<file path="src/rtl/bht_restore_pkg.sv">
// Shared types and constants for the BHT checkpoint restore path.
// The checkpoint entry format is common to the checkpoint writer and reader.
package bht_restore_pkg;

  localparam int unsigned INSTR_PER_FETCH           = 2;
  localparam int unsigned DCACHE_INDEX_WIDTH        = 12;
  localparam int unsigned DCACHE_TAG_WIDTH          = 44;
  localparam int unsigned BHT_CKPT_ENTRY_BITS       = 3;
  localparam int unsigned BHT_CKPT_ENTRIES_PER_WORD = 21;

  typedef struct packed {
    logic       valid;
    logic [1:0] saturation_counter;
  } bht_ckpt_entry_t;

  // Load-port request toward the D$
  typedef struct packed {
    logic [DCACHE_INDEX_WIDTH-1:0] address_index;
    logic [DCACHE_TAG_WIDTH-1:0]   address_tag;
    logic [63:0]                   data_wdata;
    logic                          data_req;
    logic                          data_we;
    logic [7:0]                    data_be;
    logic [1:0]                    data_size;
    logic                          kill_req;
    logic                          tag_valid;
  } dcache_req_i_t;

  // Load-port response from the D$
  typedef struct packed {
    logic        data_gnt;
    logic        data_rvalid;
    logic [63:0] data_rdata;
  } dcache_req_o_t;

endpackage

</file>
<file path="src/rtl/bht_restore.sv">
// Restores the BHT from a memory checkpoint: loads packed 64-bit words
// through a D$ load port and replays one 3-bit entry per cycle into the BHT.
module bht_restore
  import bht_restore_pkg::*;
#(
  parameter int unsigned NR_ENTRIES       = 1024,
  parameter int unsigned ENTRIES_PER_WORD = BHT_CKPT_ENTRIES_PER_WORD
) (
  input  logic                                   clk_i,
  input  logic                                   rst_ni,
  input  logic                                   start_i,
  input  logic                                   abort_i,
  input  logic [63:0]                            restore_addr_i,
  output dcache_req_i_t                          dcache_req_o,
  input  dcache_req_o_t                          dcache_rsp_i,
  output logic                                   bht_wr_valid_o,
  output logic [$clog2(NR_ENTRIES/INSTR_PER_FETCH)-1:0] bht_wr_row_o,
  output logic [(INSTR_PER_FETCH > 1 ? $clog2(INSTR_PER_FETCH) : 1)-1:0] bht_wr_col_o,
  output bht_ckpt_entry_t                        bht_wr_entry_o,
  output logic                                   busy_o,
  output logic                                   done_o
);

  localparam int unsigned NR_WORDS = (NR_ENTRIES + ENTRIES_PER_WORD - 1) / ENTRIES_PER_WORD;
  localparam int unsigned WORD_W   = (NR_WORDS > 1) ? $clog2(NR_WORDS) : 1;
  localparam int unsigned SLOT_W   = (ENTRIES_PER_WORD > 1) ? $clog2(ENTRIES_PER_WORD) : 1;
  localparam int unsigned ENTRY_W  = $clog2(NR_ENTRIES);
  localparam int unsigned ROW_W    = $clog2(NR_ENTRIES / INSTR_PER_FETCH);
  localparam int unsigned COL_W    = (INSTR_PER_FETCH > 1) ? $clog2(INSTR_PER_FETCH) : 1;
  localparam int unsigned ADDR_W   = DCACHE_INDEX_WIDTH + DCACHE_TAG_WIDTH;

  localparam logic [2:0] IDLE   = 3'd0;
  localparam logic [2:0] REQ    = 3'd1;
  localparam logic [2:0] TAG    = 3'd2;
  localparam logic [2:0] WAIT   = 3'd3;
  localparam logic [2:0] UNPACK = 3'd4;
  localparam logic [2:0] DRAIN  = 3'd5;
  localparam logic [2:0] DONE   = 3'd6;

  logic [2:0]         state_q, state_d;
  logic [63:0]        base_q, base_d;
  logic [WORD_W-1:0]  word_q, word_d;
  logic [SLOT_W-1:0]  slot_q, slot_d;
  logic [ENTRY_W-1:0] entry_q, entry_d;
  logic [63:0]        data_q, data_d;
  logic               kill_q, kill_d;
  logic [63:0]        word_addr;
  logic               unused_bits;

  function automatic bht_ckpt_entry_t slot_entry(input logic [63:0] word,
                                                 input logic [SLOT_W-1:0] slot);
    return word[BHT_CKPT_ENTRY_BITS*slot +: BHT_CKPT_ENTRY_BITS];
  endfunction

  assign word_addr   = base_q + {{(64-WORD_W-3){1'b0}}, word_q, 3'b000};
  assign unused_bits = ^{word_addr[63:ADDR_W], data_q[63]};
  assign busy_o      = (state_q != IDLE);

  // Next-state, counter updates and all port outputs
  always_comb begin
    state_d        = state_q;
    base_d         = base_q;
    word_d         = word_q;
    slot_d         = slot_q;
    entry_d        = entry_q;
    data_d         = data_q;
    kill_d         = kill_q;
    dcache_req_o   = '0;
    bht_wr_valid_o = 1'b0;
    bht_wr_row_o   = '0;
    bht_wr_col_o   = '0;
    bht_wr_entry_o = '0;
    done_o         = 1'b0;

    case (state_q)
      IDLE: begin
        if (start_i) begin
          base_d  = restore_addr_i;
          word_d  = '0;
          slot_d  = '0;
          entry_d = '0;
          kill_d  = 1'b0;
          state_d = REQ;
        end
      end
      REQ: begin
        dcache_req_o.data_be       = 8'hFF;
        dcache_req_o.data_size     = 2'b11;
        dcache_req_o.address_index = word_addr[DCACHE_INDEX_WIDTH-1:0];
        // An abort only withdraws the request if it has not been granted;
        // a granted load must still see its tag phase so it can be killed.
        dcache_req_o.data_req      = !(abort_i && !dcache_rsp_i.data_gnt);
        if (dcache_rsp_i.data_gnt) begin
          kill_d  = abort_i;
          state_d = TAG;
        end else if (abort_i) begin
          state_d = IDLE;
        end
      end
      TAG: begin
        dcache_req_o.data_be       = 8'hFF;
        dcache_req_o.data_size     = 2'b11;
        dcache_req_o.address_index = word_addr[DCACHE_INDEX_WIDTH-1:0];
        dcache_req_o.address_tag   = word_addr[ADDR_W-1:DCACHE_INDEX_WIDTH];
        dcache_req_o.tag_valid     = 1'b1;
        dcache_req_o.kill_req      = kill_q || abort_i;
        kill_d  = 1'b0;
        state_d = (kill_q || abort_i) ? IDLE : WAIT;
      end
      WAIT: begin
        if (abort_i) begin
          state_d = dcache_rsp_i.data_rvalid ? IDLE : DRAIN;
        end else if (dcache_rsp_i.data_rvalid) begin
          data_d  = dcache_rsp_i.data_rdata;
          slot_d  = '0;
          state_d = UNPACK;
        end
      end
      UNPACK: begin
        if (abort_i) begin
          state_d = IDLE;
        end else begin
          bht_wr_valid_o = 1'b1;
          bht_wr_row_o   = ROW_W'(entry_q / INSTR_PER_FETCH);
          bht_wr_col_o   = COL_W'(entry_q % INSTR_PER_FETCH);
          bht_wr_entry_o = slot_entry(data_q, slot_q);
          entry_d        = entry_q + ENTRY_W'(1);
          slot_d         = slot_q + SLOT_W'(1);
          if (entry_q == ENTRY_W'(NR_ENTRIES - 1)) begin
            state_d = DONE;
          end else if (slot_q == SLOT_W'(ENTRIES_PER_WORD - 1)) begin
            word_d  = word_q + WORD_W'(1);
            state_d = REQ;
          end
        end
      end
      DRAIN: begin
        if (dcache_rsp_i.data_rvalid) state_d = IDLE;
      end
      DONE: begin
        done_o  = 1'b1;
        state_d = IDLE;
      end
      default: state_d = IDLE;
    endcase
  end

  // State and datapath registers
  always_ff @(posedge clk_i or negedge rst_ni) begin
    if (!rst_ni) begin
      state_q <= IDLE;
      base_q  <= '0;
      word_q  <= '0;
      slot_q  <= '0;
      entry_q <= '0;
      data_q  <= '0;
      kill_q  <= 1'b0;
    end else begin
      state_q <= state_d;
      base_q  <= base_d;
      word_q  <= word_d;
      slot_q  <= slot_d;
      entry_q <= entry_d;
      data_q  <= data_d;
      kill_q  <= kill_d;
    end
  end

endmodule

</file>
<file path="config.mk">
export PLATFORM = sky130hd
export DESIGN_NAME = bht_restore
export DESIGN_NICKNAME = d
export VERILOG_FILES = /design/src/rtl/bht_restore_pkg.sv /design/src/rtl/bht_restore.sv
export SDC_FILE = /design/constraint.sdc
export NUM_CORES = 1
export LEC_CHECK = 0
export ABC_AREA = 1
export BUFFER_PORTS_ARGS = -buffer_cell sky130_fd_sc_hd__buf_2
export CAP_MARGIN = 20
export CORE_ASPECT_RATIO = 1.1
export CORE_MARGIN = 5
export CORE_UTILIZATION = 40
export DETAILED_ROUTE_END_ITERATION = 7
export REMOVE_ABC_BUFFERS = 1
export SLEW_MARGIN = 40
export SYNTH_ARGS = -nofsm -noshare
export SYNTH_HDL_FRONTEND = slang
export SYNTH_SLANG_ARGS = --single-unit
</file>
<file path="constraint.sdc">
create_clock -name clk_i -period 3.03 [get_ports clk_i]
set_input_delay 0.303 -clock clk_i [delete_from_list [all_inputs] [get_ports clk_i]]
set_output_delay 0.303 -clock clk_i [all_outputs]
set_load 0.1 [all_outputs]
</file>
**Word-level counts from Yosys, hierarchy flattened**

Index checks and enable logic that the tools add are counted.

- Reductions and logical operators: 17
- Multipliers: 1
- Eq/ne operators: 19
- Add/subtract/negate cells: 4
- Bitwise operators: 1
- Shift-type cells: 1
- Mux-type cells: 42

Operators by type and width:

| kind | count |
|---|---|
| 64-bit by 8-bit indexed part select with 3-bit output | 1 |
| 56-bit by 9-bit adder with 56-bit output | 1 |
| 44-bit 2-to-1 mux | 1 |
| 3-bit 2-to-1 mux | 12 |
| 10-bit 2-to-1 mux | 3 |
| 6-bit 2-to-1 mux | 4 |
| 5-bit 2-to-1 mux | 4 |
| 10-bit one-hot mux with 2 select lines | 1 |
| 9-bit 2-to-1 mux | 2 |
| 3-bit one-hot mux with 6 select lines | 1 |
| 2-bit != test (second input constant) | 8 |
| 5-bit one-hot mux with 3 select lines | 1 |
| 5-bit AND reduction | 3 |
| 12-bit 2-to-1 mux | 1 |
| 6-bit one-hot mux with 2 select lines | 1 |
| 10-bit by 1-bit adder with 10-bit output (second input constant) | 1 |
| 10-bit == test (second input constant) | 1 |
| 3-bit == test (second input constant) | 3 |
| 3-bit AND reduction | 3 |
| 3-bit nonzero test | 3 |
| 1-bit 2-to-1 mux | 8 |
| 2-bit by 5-bit multiplier with 7-bit output (first input constant) | 1 |
| 6-bit by 1-bit adder with 6-bit output (second input constant) | 1 |
| 3-bit by 2-bit == test with 1-bit output (second input constant) | 2 |
| other kinds (15) | 18 |

- Register bits: 145
- Output and inout bits: 150
- Bits of input ports: 134

**Logic depth before layout (Yosys ltp)**

- Word-level depth: 5
- Gate-level depth with buffers: 13
- Depth with buffers taken out: 13

**Worst setup path after synthesis**

No wires, ideal clock.

- Kind: reg-to-output
- Start point: register state_q[0]
- End point: output dcache_req_o[127] (netlist name)
- Buffers on the path: 0
- Required time: 2.727 ns
- Slack: -0.638 ns
- Data arrival time: 3.365 ns
- Cell stages (with the launch flop): 7
- Cell sequence: dfrtp_1 -> inv_1 -> nor2_1 -> nand2_1 -> nand2_1 -> o21ai_0 -> a21oi_1

RTL lines:

| element | line | source |
|---|---|---|
| start: declaration | bht_restore.sv:40 | `logic [2:0] state_q, state_d;` |
| start signal: assignment | bht_restore.sv:159 | `state_q <= state_d;` |
| end: declaration | bht_restore.sv:14 | `output dcache_req_i_t dcache_req_o,` |

==> run_results.csv <==
group,metric,value,unit
run_status,status,"finished clean",
setup_path,startpoint_type,"flop",
sta,hold_viol_final,0,
pwr,vdd_drop_max,0.7877,mV
floorplanning,pin_count,284,
setup_path,required,2.73,ns
sta,min_period,2.942,ns
clock_tree,cts_tree,"done",
layout,final_util,51.82,%
clock_tree,clock_path_buffers,2,
setup_path,crit_path_max_incr_delay,0.47,ns
global_routing,use_met3,5.031,%
yosys,ys_ff_latch,145,
clock_tree,numCtsBuffers,17,
floorplanning,die_h,172.5,um
global_routing,use_met2,38.28,%
setup_path,worstSetupPathType,"flop to output port",
place,portBuffers,210,
global_routing,grtUsageMet1,26.30,%
sta,finClkSkew,0.01573,ns
clock_tree,cts_sinks,145,
yosys,synth_top_area_share,37.79,%
routing,vias_per_cell,4.824,
yosys,synth_largest_area_cell,"dfrtp_1",
routing,routed-via-count,9340,
routing,routedWlPerCell,15.41,um
setup_path,arrival,2.64,ns
place,gp_congestion,0.9553,
yosys,synth_area_leaders,"dfrtp_1, nand2_1, nor2_1, buf_4, inv_1",
worst_hold_path,hp-start,"restore_addr_i[33]",
setup_path,cp_slowest_cell,"buf_2",
clock_tree,cts.htree.levels,4,
layout,nNetsFinal,1763,
worst_hold_path,hold_path.class,"primary input to flop",
routing,routed_wl,29.84,mm
place,place_area,11440,um2
routing,drt_first_pass_iters,5,
sta,timing.final.crit_share,97.11,%
global_routing,overflow,0,
sta,relSlewSlack,51.10,%
setup_path,worst_setup_path_end_kind,"output port",
yosys,syn_avg_cell_area,6.747,um2
sta,drv_slew,0,
global_routing,top_usage_layer,"met2",
clock_tree,clock-root-buffer,"clkbuf_16",
layout,diodes,0,
global_routing,grt_pass1_vias,9045,
routing,ant_nets,0,
yosys,synthCells,1423,
global_routing,grt_use_total,21.72,%
layout,syn_to_final_growth,27.50,%
floorplanning,die_w,157.7,um
yosys,ys_warn_count,0,
yosys,synth_cell_types,40,
floorplanning,rows,59,
global_routing,grt_max_degree,101,
layout,fin_area,12240,um2
sta,whs,0.06544,ns
sta,rsz0062_at_grt,"no",
layout,layout_common_cells,"nand2_1, nor2_1, inv_1",
yosys,yosysSeqAreaShare,37.79,%
layout,final_common_cell,"nand2_1",
setup_path,startpoint,"base_q[3]",
setup_path,worstPathCellList,"ha_2, inv_1, fa_2, o21bai_1, nand2_1, nand2_1, xor2_1, nor2_1, buf_2",
clock_tree,path_clk_slew,0.07,ns
setup_path,cp_common_cell,"nand2_1",
routing,drt_iter0_drc,500,
sta,fmax,339.9,MHz
sta,worst_pin_slew,0.7327,ns
floorplanning,die-area,27200,um2
yosys,syn_area,9600,um2
floorplanning,fp.coreArea,23620,um2
clock_tree,clk_latency,0.44,ns
layout,drive_above_1_share,19.56,%
setup_path,rr_startpoint,"state_q[2]",
pwr,power.density,1054,nW/um2
run,drv_cap,0,
floorplanning,start_util,40.64,%
routing,drcViolationCount,0,
global_routing,grt_pass1_wl,46.53,mm
pwr,p_leak,0.006176,uW
global_routing,antenna_found_initial,3,
sta,setup_viol,0,
setup_path,crit_fanout,3,
place,dp_hpwl,22.75,mm
[critical path: cells and delay by family, from the launching register on]
kind | cells | cell delay (ns)
adder cells (fa/ha/maj) | 2 | 0.57
AND/OR/NAND/NOR | 3 | 0.41
XOR/XNOR | 1 | 0.10
buffers and inverters | 2 | 0.52
AO/OA/AOI/OAI | 1 | 0.25
flip-flops | 1 | 0.37
[path summary, 6_finish.rpt]
path                                    end  slack, ns  depth (start not counted)
max in group asynchronous         word_q[0]       1.72                          3
min reg2reg                      data_q[52]       0.49                          1
min                              base_q[33]       0.07                          3
max reg2reg                          kill_q       1.00                          8
max                        dcache_req_o[89]       0.09                          9
min in group asynchronous        data_q[35]       0.38                          2
[through the flow]
stage | cells | total power (uW) | TNS (ns) | setup WS, ns
CTS | 1935 | 12920 | 0 | 0.008791
detailed placement | 1901 | 10550 | 0 | 0.2305
finish | 1936 | 12900 | 0 | 0.08756
floorplan | 1372 | 7277 | -161.76 | -7.487
global placement | 1901 | 10480 | 0 | 0.2500
global route | 1936 | 13640 | 0 | 0.006672
[cells by family after synthesis]
family          synth area share (%)
simple gates                   34.07
buf+inv                        14.14
compound gates                 8.758
flops                          37.79
mux                            2.229
xor+xnor                       1.460
fa+ha+maj                      1.512
other cells                  0.03906
[area by class of cell]
type / instances / area (um2)
fill: 2375 / 11380
clock buffer: 17 / 425.4
multi-input combinational: 1065 / 4947
timing repair buffer: 227 / 2036
sequential: 145 / 3630
tap: 305 / 381.6
inverter: 162 / 608.1
clock inverter: 15 / 212.7
[registers in the layout (all words and copies together), names as in the netlist]
name	flops
entry_q	10
slot_q	5
word_q	6
state_q	3
data_q	64
base_q	56
kill_q	1
[cell usage after synthesis, drive strengths merged]
cell type and number:
xnor2 2, o22ai 2, nand4 16, ha 10, fa 1, clkbuf 12
mux2 19, dfrtp 145, nand3 97, o2111ai 1, a21oi 73, nor2 236
or2 1, a31oi 2, buf 103, nand2 421, and2 5, inv 161
o21bai 5, clkinv 1, nor3 16, o21ai 74, xor2 14, nor3b 1
o31ai 2, conb 1, o21a 1, o211ai 1
[where the power goes]
| part | switching (uW) | internal (uW) |
|---|---|---|
| logic | 5100 | 2080 |
| clock network | 985 | 1340 |
| registers | 639 | 2760 |
| total | 6730 | 6170 |
[metal layers]
metal	up-vias	wire [um]
met5	-	38
met4	6	690
li1	4710	-
met2	274	14960
met1	4299	12030
met3	51	2124
[timing repair]
item / in CTS / in global routing
cloned: 0 / 0
pin swaps: 1 / 1
endpoints found under the setup margin: 28 / 35
setup buffers: 1 / 1
gates resized for setup: 15 / 34
hold buffers: 1 / 0
hold endpoints to repair: 45 / 0
No activity file was read; power rests on OpenSTA's default activity.
